$ cat src/rtl/cpu_if.sv
// cpu_if -- instruction fetch unit.
// Issues one instruction-bus read at a time. It returns each fetched word to
// decode through a registered output stage. A one-entry skid buffer holds a
// word that arrives while decode is stalled. A redirect drops any read that is
// still in flight and restarts fetch at the new address.
module cpu_if #(
  parameter logic [31:0] RESET_PC = 32'hBFC0_0000
) (
  input  logic        clk,
  input  logic        rst,
  input  logic        stall_i,
  input  logic        redirect_i,
  input  logic [31:0] redirect_pc_i,
  output logic        ibus_req_o,
  output logic [31:0] ibus_addr_o,
  input  logic        ibus_gnt_i,
  input  logic        ibus_rvalid_i,
  input  logic [31:0] ibus_rdata_i,
  output logic [31:0] pc_o,
  output logic [31:0] inst_o,
  output logic        valid_o
);

  localparam logic [31:0] WORD_MASK = 32'hFFFF_FFFC;

  // FETCH   : may issue a request.
  // WAIT    : a read is outstanding and its data is wanted.
  // DISCARD : a read is outstanding but a redirect made its data stale.
  // HOLD    : a word is parked in the skid buffer until decode frees up.
  typedef enum logic [1:0] {
    ST_FETCH   = 2'd0,
    ST_WAIT    = 2'd1,
    ST_DISCARD = 2'd2,
    ST_HOLD    = 2'd3
  } state_e;

  state_e      state_q,      state_d;
  logic [31:0] fetch_pc_q,   fetch_pc_d;
  logic [31:0] req_pc_q,     req_pc_d;
  logic        skid_valid_q, skid_valid_d;
  logic [31:0] skid_pc_q,    skid_pc_d;
  logic [31:0] skid_inst_q,  skid_inst_d;
  logic [31:0] pc_q,         pc_d;
  logic [31:0] inst_q,       inst_d;
  logic        valid_q,      valid_d;

  // Output-stage load for this cycle. It comes from the bus or the skid buffer.
  logic        load;
  logic [31:0] load_pc;
  logic [31:0] load_inst;

  // Request only from FETCH. A redirect cancels the request combinationally,
  // so the bus never sees an address that is about to be replaced.
  // The request is also held low for the whole reset cycle.
  assign ibus_req_o  = (state_q == ST_FETCH) && !redirect_i && !rst;
  assign ibus_addr_o = fetch_pc_q & WORD_MASK;

  assign pc_o    = pc_q;
  assign inst_o  = inst_q;
  assign valid_o = valid_q;

  // Next-state and datapath decision for the fetch FSM and the output stage.
  always_comb begin
    // NOTE: every variable gets a default before any branch. A path that does
    // not assign a variable would otherwise infer a latch.
    state_d      = state_q;
    fetch_pc_d   = fetch_pc_q;
    req_pc_d     = req_pc_q;
    skid_valid_d = skid_valid_q;
    skid_pc_d    = skid_pc_q;
    skid_inst_d  = skid_inst_q;
    pc_d         = pc_q;
    inst_d       = inst_q;
    valid_d      = valid_q;
    load         = 1'b0;
    load_pc      = '0;
    load_inst    = '0;

    if (redirect_i) begin
      // A redirect overrides stall. It kills the output and the skid buffer.
      // An outstanding read either completes this cycle (its data is dropped)
      // or is tracked in DISCARD until its data shows up.
      fetch_pc_d   = redirect_pc_i;
      valid_d      = 1'b0;
      skid_valid_d = 1'b0;
      unique case (state_q)
        ST_WAIT, ST_DISCARD: state_d = ibus_rvalid_i ? ST_FETCH : ST_DISCARD;
        default:             state_d = ST_FETCH;
      endcase
    end else begin
      unique case (state_q)
        ST_FETCH: begin
          // The request is always high here, so the grant alone decides.
          // Read data seen in this state has no matching request and is ignored.
          if (ibus_gnt_i) begin
            state_d    = ST_WAIT;
            req_pc_d   = fetch_pc_q & WORD_MASK;
            fetch_pc_d = (fetch_pc_q & WORD_MASK) + 32'd4;
          end
        end
        ST_WAIT: begin
          if (ibus_rvalid_i) begin
            if (stall_i) begin
              skid_valid_d = 1'b1;
              skid_pc_d    = req_pc_q;
              skid_inst_d  = ibus_rdata_i;
              state_d      = ST_HOLD;
            end else begin
              load      = 1'b1;
              load_pc   = req_pc_q;
              load_inst = ibus_rdata_i;
              state_d   = ST_FETCH;
            end
          end
        end
        ST_DISCARD: begin
          if (ibus_rvalid_i) begin
            state_d = ST_FETCH;
          end
        end
        ST_HOLD: begin
          if (!stall_i) begin
            load         = 1'b1;
            load_pc      = skid_pc_q;
            load_inst    = skid_inst_q;
            skid_valid_d = 1'b0;
            state_d      = ST_FETCH;
          end
        end
        default: state_d = ST_FETCH;
      endcase

      // A stalled decode keeps whatever it is looking at. An unstalled decode
      // consumes the current word, so the output is valid only on a new load.
      if (!stall_i) begin
        valid_d = load;
        if (load) begin
          pc_d   = load_pc;
          inst_d = load_inst;
        end
      end
    end
  end

  // State register for the FSM, the skid buffer and the output stage.
  always_ff @(posedge clk) begin
    // NOTE: reset is synchronous, and it covers the skid data as well. A
    // reset-time snapshot then never shows stale bus data.
    if (rst) begin
      state_q      <= ST_FETCH;
      fetch_pc_q   <= RESET_PC;
      req_pc_q     <= '0;
      skid_valid_q <= 1'b0;
      skid_pc_q    <= '0;
      skid_inst_q  <= '0;
      pc_q         <= '0;
      inst_q       <= '0;
      valid_q      <= 1'b0;
    end else begin
      // NOTE: sequential state uses non-blocking assignments. All registers
      // then update together from values computed in the same cycle.
      state_q      <= state_d;
      fetch_pc_q   <= fetch_pc_d;
      req_pc_q     <= req_pc_d;
      skid_valid_q <= skid_valid_d;
      skid_pc_q    <= skid_pc_d;
      skid_inst_q  <= skid_inst_d;
      pc_q         <= pc_d;
      inst_q       <= inst_d;
      valid_q      <= valid_d;
    end
  end

endmodule

$ cat config.mk
export PLATFORM = sky130hd
export DESIGN_NAME = cpu_if
export DESIGN_NICKNAME = d
export VERILOG_FILES = /design/src/rtl/cpu_if.sv
export SDC_FILE = /design/constraint.sdc
export NUM_CORES = 1
export LEC_CHECK = 0
export ABC_AREA = 1
export CAP_MARGIN = 40
export CORE_MARGIN = 3
export CORE_UTILIZATION = 30
export DETAILED_ROUTE_END_ITERATION = 12
export SLEW_MARGIN = 10
export SYNTH_ARGS = -nofsm -noshare
export SYNTH_HDL_FRONTEND = slang
export SYNTH_SLANG_ARGS = --single-unit
$ cat constraint.sdc
create_clock -name clk -period 2.13 [get_ports clk]
set_input_delay 0.426 -clock clk [delete_from_list [all_inputs] [get_ports clk]]
set_output_delay 0.426 -clock clk [all_outputs]
set_load 0.02 [all_outputs]
# ---- Word level (Yosys, flattened, before mapping)
# Cells that the tools add are included.
dict set report totals {
  ff_bits 191
  inputBits 70
  output_inout_bits 98
  wordCells 52
}
dict set report classes {
  add_sub_neg 1
  n_eq_ne 7
  muxes 20
  n_bitwise 2
  reduce_logical 14
}
# cell n
set op_table {}
lappend op_table {{32-bit two-way mux} 5}
lappend op_table {{32-bit case mux with 2 select lines} 2}
lappend op_table {{32-bit by 3-bit adder with 32-bit output, second input constant} 1}
lappend op_table {{2-bit two-way mux} 8}
lappend op_table {{3-bit != test, second input constant} 4}
lappend op_table {{2-bit case mux with 4 select lines} 1}
lappend op_table {{4-bit AND reduction} 2}
lappend op_table {{3-bit AND reduction} 2}
lappend op_table {{2-bit equality test, second input constant} 2}
lappend op_table {{2-bit nonzero test} 2}
lappend op_table {{2-bit OR reduction} 2}
lappend op_table {{1-bit two-way mux} 3}
lappend op_table {{2-bit by 1-bit equality test with 1-bit output, second input constant} 1}
lappend op_table {{1-bit logical AND} 2}
lappend op_table {{1-bit zero test} 2}
lappend op_table {{2-bit zero test} 1}
lappend op_table {{1-bit inverter} 2}
lappend op_table {{1-bit case mux with 2 select lines} 1}
lappend op_table {{2-bit AND reduction} 1}

# ---- Depth between registers and ports, before layout
# Gate-level depths: netlist of the first run.
dict set report depth {
  ltp_word 5
  mapped_depth 11
  ltp_nobuf 11
}

# ---- Least setup slack after synthesis of the first run
# OpenSTA, ideal clock, no wires.
dict set report synth_timing {
  kind {input -> output}
  start {in redirect_i}
  end {out ibus_req_o}
  t_arrival_ns 1.398
  t_required_ns 1.704
  slack_ns 0.306
  cell_stages 6
  path_buffers 3
  cell_sequence {buf_2 inv_2 buf_2 buf_2 nand2_1 nor2_1}
}
dict set report synth_via {
  elab_chain_cells 3
}
# item line
set synth_rtl {}
lappend synth_rtl {{start: declaration} 12} ;# input logic redirect_i,
lappend synth_rtl {{1-bit zero test} 55} ;# assign ibus_req_o = (state_q == ST_FETCH) && !redirect_i && !rst;
lappend synth_rtl {{1-bit logical AND (2 in series)} 55}
lappend synth_rtl {{end: declaration} 14} ;# output logic ibus_req_o,
# Every way passes these cells.

# ---- Final worst setup path of the first run
dict set report layout_timing {
  start {reg fetch_pc_q[11]}
  end {out ibus_addr_o[11]}
}
# item line
set layout_lines {}
lappend layout_lines {{start: declaration} 38} ;# logic [31:0] fetch_pc_q, fetch_pc_d;
lappend layout_lines {{start signal: assignment} 163} ;# fetch_pc_q <= fetch_pc_d;
lappend layout_lines {{end: declaration} 15} ;# output logic [31:0] ibus_addr_o,
# No word-level cell between the ends.

==> results of run 1 <==
power by group through the flow:
stage	sequential (uW)	clock, uW	combinational (uW)
finish	3760	3080	1060
global route	3780	3290	1180
CTS	3760	3170	1060
detailed placement	3840	0	1060
global placement	3840	0	1050
floorplan	3850	0	549
cell families after synthesis:
kind of cell | count (synthesis)
other cells | 1
compound gates | 365
flops | 187
buf+inv | 211
simple gates | 439
fa+ha+maj | 5
xor+xnor | 2
worst max-delay path by stage:
| stage | end | depth (start not counted) | slack (ns) | start |
|---|---|---|---|---|
| after floorplan | ibus_req_o | 6 | 0.31 | redirect_i |
| after global placement | ibus_req_o | 5 | -0.10 | redirect_i |
| after detailed placement | ibus_req_o | 5 | -0.07 | redirect_i |
| after CTS | ibus_addr_o[11] | 1 | 0.05 | fetch_pc_q[11] |
| after global routing | ibus_addr_o[11] | 1 | 0.02 | fetch_pc_q[11] |
| final | ibus_addr_o[11] | 1 | 0.06 | fetch_pc_q[11] |
Yosys cell counts (all sizes together) (2+ instances only):
master	number
a211oi	2
a21oi	165
a31oi	4
and3	2
buf	43
clkbuf	42
dfxtp	187
ha	5
inv	126
nand2	258
nand3	93
nand4	4
nor2	66
nor3	9
nor4	2
o211ai	6
o21ai	176
o21bai	5
o22ai	5
or2	3
xor2	2
stage by stage:
stage	hold slack (ns)	cells	instance area (um^2)
finish	0.386	1720	11100
global route	0.409	1720	11100
CTS	0.385	1720	11100
detailed placement	0.439	1688	10500
global placement	0.433	1688	10500
floorplan	0.425	1213	8490
worst register-to-register path, stage by stage, from the launching register on:
cell and delay (ns):
dfxtp_1 0.49, ha_1 0.24, nand2_2 0.07, nor2_2 0.14
nand2_2 0.12, nor2_4 0.17, nand4_1 0.19, o21bai_1 0.18
nand3_1 0.08
sequential cells by signal, summed over array words and instances (netlist names):
register	cells
state_q	2
inst_o	32
skid_inst_q	32
pc_o	30
skid_pc_q	30
fetch_pc_q	30
req_pc_q	30
valid_o	1
cell type report:
class | count | area, um^2
timing repair buffer | 188 | 1960
clock inverter | 15 | 139
multi-input combinational | 815 | 3880
inverter | 126 | 474
sequential | 187 | 3740
clock buffer | 17 | 425
fill | 2827 | 16300
tap | 372 | 465
repair_timing:
action,CTS,global route
resized for setup,1,0
endpoints found under the hold margin,0,0
setup endpoints to repair,1,0
setup buffers,0,0
routing by layer:
metal | global-route usage, % | vias up | routed length (um)
li1 | - | 4204 | -
met1 | 23.2 | 3768 | 12600
met2 | 25.0 | 217 | 11100
met3 | 3.06 | 22 | 1250
met4 | 3.82 | 0 | 277
met5 | 0 | - | 0
==> flow_metrics.tcl, run 1 <==
set metrics [dict create \
    pwr-share-clk_pct 39.0 \
    synthMuxAreaShare_pct 0 \
    postCtsHoldBufs 0 \
    finalWirelength_um 25200 \
    fin_crit_sh_pct 97.0 \
    core_area_mm2 0.0274 \
    via_per_inst 4.77 \
    antenna_found_initial 0 \
    combPwrFrac_pct 13.4 \
    async_flop_share_pct 0 \
    crit_type "flip-flop to output pin" \
    rr_startpoint "fetch_pc_q[3]" \
    synth_seq_cells 187 \
    netlist_instances 1210 \
    setup_violations 0 \
    insertion_delay_ns 0.43 \
    p_sw_share_pct 27.9 \
    cp_slowest_cell "clkdlybuf4s50_1" \
    synth_top_family_by_area "compound AO/OA/AOI/OAI gates" \
    htree_levels 4 \
    reg2regPathDepth 8 \
    seq_power_share_pct 47.6 \
    critPathLaunchType "flip-flop" \
    synth_top_area_share_pct 44.1 \
    io_pins 168 \
    final.setup.worst_slack_ns 0.0630 \
    crit_buf_inv 1 \
    drv_slew 0 \
    synthAdderAreaFrac_pct 0.738 \
    area_delta_synth_final_pct 30.8 \
    ys_seq_area_share_pct 44.1 \
    cp_top_family "buffers and inverters" \
    synth_cell_type_count 39 \
    crit_chain "clkdlybuf4s50_1" \
    r2r_setup_slack_ns 0.34 \
    drt_pass1_iterations 5 \
    hold_end "valid_o" \
    synthFlopType "dfxtp_1" \
    clockBufferDepth 2 \
    vdd_drop_max_uv 448 \
    die_w_um 174 \
    synth_top_area_cell "dfxtp_1" \
    arrival_ns 1.64 \
    synth_simple_gate_area_share_pct 22.3 \
    slowest_delay_ns 0.69 \
    routedWlPerCell_um 14.7 \
    min_path_type "input pin to flip-flop" \
    grt_usage_pct 16.1 \
    cp_data_required_time_ns 1.70 \
    grt_start_max_net_pins 111 \
    synth-compound-area-share_pct 22.3 \
    hold_start "rst" \
    die_area_mm2 0.0303 \
    initial_core_util_pct 31.0 \
    die_h_um 174 \
    setup.worst_path.end_class "output pin" \
    first_global_vias 7381 \
    grt_overflow_total 0 \
    setup_tns_ns 0 \
    fmax_mhz 484 \
    root_buffer "clkbuf_16" \
    cts_buffers 17 \
    synthTopCellsByArea "dfxtp_1, nand2_1, o21ai_0" \
    whs_path_depth 4 \
    dr.first_iter.drc_count 493 \
    diodes 0 \
    mostFrequentLayoutCells "nand2_1, dfxtp_1, o21ai_0" \
    drv_cap 0 \
    ant_nets 0 \
    final_common_cell "nand2_1" \
    io_buffers 161 \
    reg2reg_to "fetch_pc_q[22]" \
    ys_warn_count 0 \
    cts_tree "yes" \
    nets 1410 \
    drc 0 \
    grt_pass1_wl_um 40100 \
    min_period_ns 2.07 \
    avgSynthCellArea_um2 7.01 \
    outcome "complete, no violations" \
    gp_congestion 0.909 \
    vias 8211 \
    cts_sinks 187 \
    p_int_uw 5700 \
    drive_gt1_share_pct 6.60 \
    syn-cell-area_mm2 0.00848 \
    power_density_mw_per_mm2 713 \
    worstPathMaxFanout 6 \
    power_switching_uw 2210 \
    timing.clock.skew_ns 0.0117 \
    rsz0062_at_grt "no" \
    hold_viol 0 \
    synth_xor_area_share_pct 0.207 \
    p_total_uw 7910 \
    place_ws_ns -0.0670 \
    synth_edf_count 0 \
    path_clk_slew_ns 0.08 \
    dpl.hpwl_um 17400 \
    rows 60 \
    fin_util_pct 40.5 \
    leakagePower_uw 0.00397 \
]
Power figures use the tool's default switching activity.
==> inputs of run 2 (changes only) <==
--- a/config.mk
+++ b/config.mk
@@ -7,7 +7,7 @@
 export LEC_CHECK = 0
 export ABC_AREA = 1
 export CAP_MARGIN = 40
-export CORE_MARGIN = 3
+export CORE_MARGIN = 2
 export CORE_UTILIZATION = 30
 export DETAILED_ROUTE_END_ITERATION = 12
 export SLEW_MARGIN = 10
==> run 2 against run 1 <==
  * Critical path depth unchanged
  * Clock power rose by 6.8%
  * First-iteration DRC count grew 68%
==> flow_metrics.tcl, run 2 (synthesis results as in run 1) <==
set metrics [dict create \
    outcome "complete, no violations" \
    drive_gt1_share_pct 7.02 \
    cts_sinks 187 \
    hold_ws_ns 0.414 \
    drt_pass1_iterations 5 \
    dpl.hpwl_um 17400 \
    setup.worst_path.end_class "output pin" \
    arrival_ns 1.64 \
    die_w_um 172 \
    power_density_mw_per_mm2 727 \
    routedWlPerCell_um 14.7 \
    initial_core_util_pct 30.5 \
    via_per_inst 4.76 \
    vias 8247 \
    leakagePower_uw 0.00402 \
    io_buffers 161 \
    area_delta_synth_final_pct 31.7 \
    mostFrequentLayoutCells "nand2_1, dfxtp_1, o21ai_0" \
    worstPathMaxFanout 6 \
    timing.clock.skew_ns 0.00966 \
    drc 0 \
    min_path_type "input pin to flip-flop" \
    final_common_cell "nand2_1" \
    io_pins 168 \
    cp_top_family "buffers and inverters" \
    cp_slowest_cell "clkdlybuf4s50_1" \
    nFillCells 2932 \
    cts_buffers 17 \
    fin_util_pct 40.2 \
    ant_nets 0 \
    grt_usage_pct 17.3 \
    vdd_drop_max_uv 402 \
    min_period_ns 2.06 \
    crit_buf_inv 1 \
    grt_overflow_total 0 \
    r2r_setup_slack_ns 0.40 \
    nets 1416 \
    insertion_delay_ns 0.43 \
    core_area_mm2 0.0278 \
    gp_congestion 0.907 \
    die_area_mm2 0.0296 \
    grt_start_max_net_pins 111 \
    crit_type "flip-flop to output pin" \
    rsz0062_at_grt "no" \
    cts_tree "yes" \
    clockBufferDepth 2 \
    diodes 0 \
    cts_setup_buffers 0 \
    first_global_vias 7552 \
    crit_chain "clkdlybuf4s50_1" \
    htree_levels 4 \
    slowest_delay_ns 0.68 \
    finalWirelength_um 25400 \
    setup_violations 0 \
    root_buffer "clkbuf_16" \
    dr.first_iter.drc_count 827 \
    cp_data_required_time_ns 1.70 \
    grt_pass1_wl_um 40500 \
    drv_slew 0 \
    drv_cap 0 \
    fin_crit_sh_pct 96.9 \
    path_clk_slew_ns 0.08 \
    die_h_um 172 \
    fmax_mhz 485 \
    hold_viol 0 \
    antenna_found_initial 0 \
    critPathLaunchType "flip-flop" \
    rows 61 \
]
run 2: path summary, 6_finish.rpt:
| check | from | endpoint | cells after the start |
|---|---|---|---|
| max | fetch_pc_q[11] | ibus_addr_o[11] | 1 |
| min | rst | valid_o | 4 |
| max reg2reg | state_q[0] | inst_o[13] | 6 |
| min reg2reg | skid_pc_q[27] | skid_pc_q[27] | 2 |
run 2: area by class of cell:
type                       instances  area, um^2  share of cell area (%)
sequential                       187        3740                    33.5
clock buffer                      17         425                    3.81
multi-input combinational        815        3880                    34.8
tap                              378         473                    4.23
timing repair buffer             194        1990                    17.8
inverter                         126         474                    4.24
clock inverter                    15         180                    1.61
run 2: metrics by stage:
stage / area (um^2) / std cells / setup TNS [ns] / setup slack [ns] / total power [uW]
after CTS: 11200 / 1732 / 0 / 0.0527 / 8230
after floorplan: 8490 / 1213 / 0 / 0.306 / 4400
final: 11200 / 1732 / 0 / 0.0663 / 8130
after detailed placement: 10600 / 1700 / -0.628 / -0.0986 / 4910
after global placement: 10600 / 1700 / -0.312 / -0.109 / 4900
after global routing: 11200 / 1732 / 0 / 0.00629 / 8480
run 2: timing repair:
item	in CTS	in global routing
hold buffers	0	0
setup endpoints to repair	1	0
gates resized for setup	1	0
run 2: per-layer routing:
layer / share of wire, % / global-route usage (%) / vias to the layer above / wire length [um]
li1: - / - / 4225 / -
met1: 50 / 25.0 / 3811 / 12800
met2: 44 / 26.7 / 192 / 11200
met3: 4.3 / 3.09 / 19 / 1100
met4: 1.2 / 4.13 / 0 / 297
met5: 0 / 0 / - / 0
run 2: power by group:
part / total, uW / switching, uW / leakage (uW) / internal, uW
registers: 3760 / 121 / 0.00152 / 3630
clock network: 3290 / 1510 / 0.000295 / 1780
logic: 1080 / 643 / 0.00220 / 440
total: 8130 / 2270 / 0.00402 / 5860
==> inputs of run 3 (changes only) <==
--- a/config.mk
+++ b/config.mk
@@ -14,3 +14,4 @@
 export SYNTH_ARGS = -nofsm -noshare
 export SYNTH_HDL_FRONTEND = slang
 export SYNTH_SLANG_ARGS = --single-unit
+export TNS_END_PERCENT = 5
==> results of run 3 <==
Same layout as run 2: the final DEF is identical, and so are final timing and power.
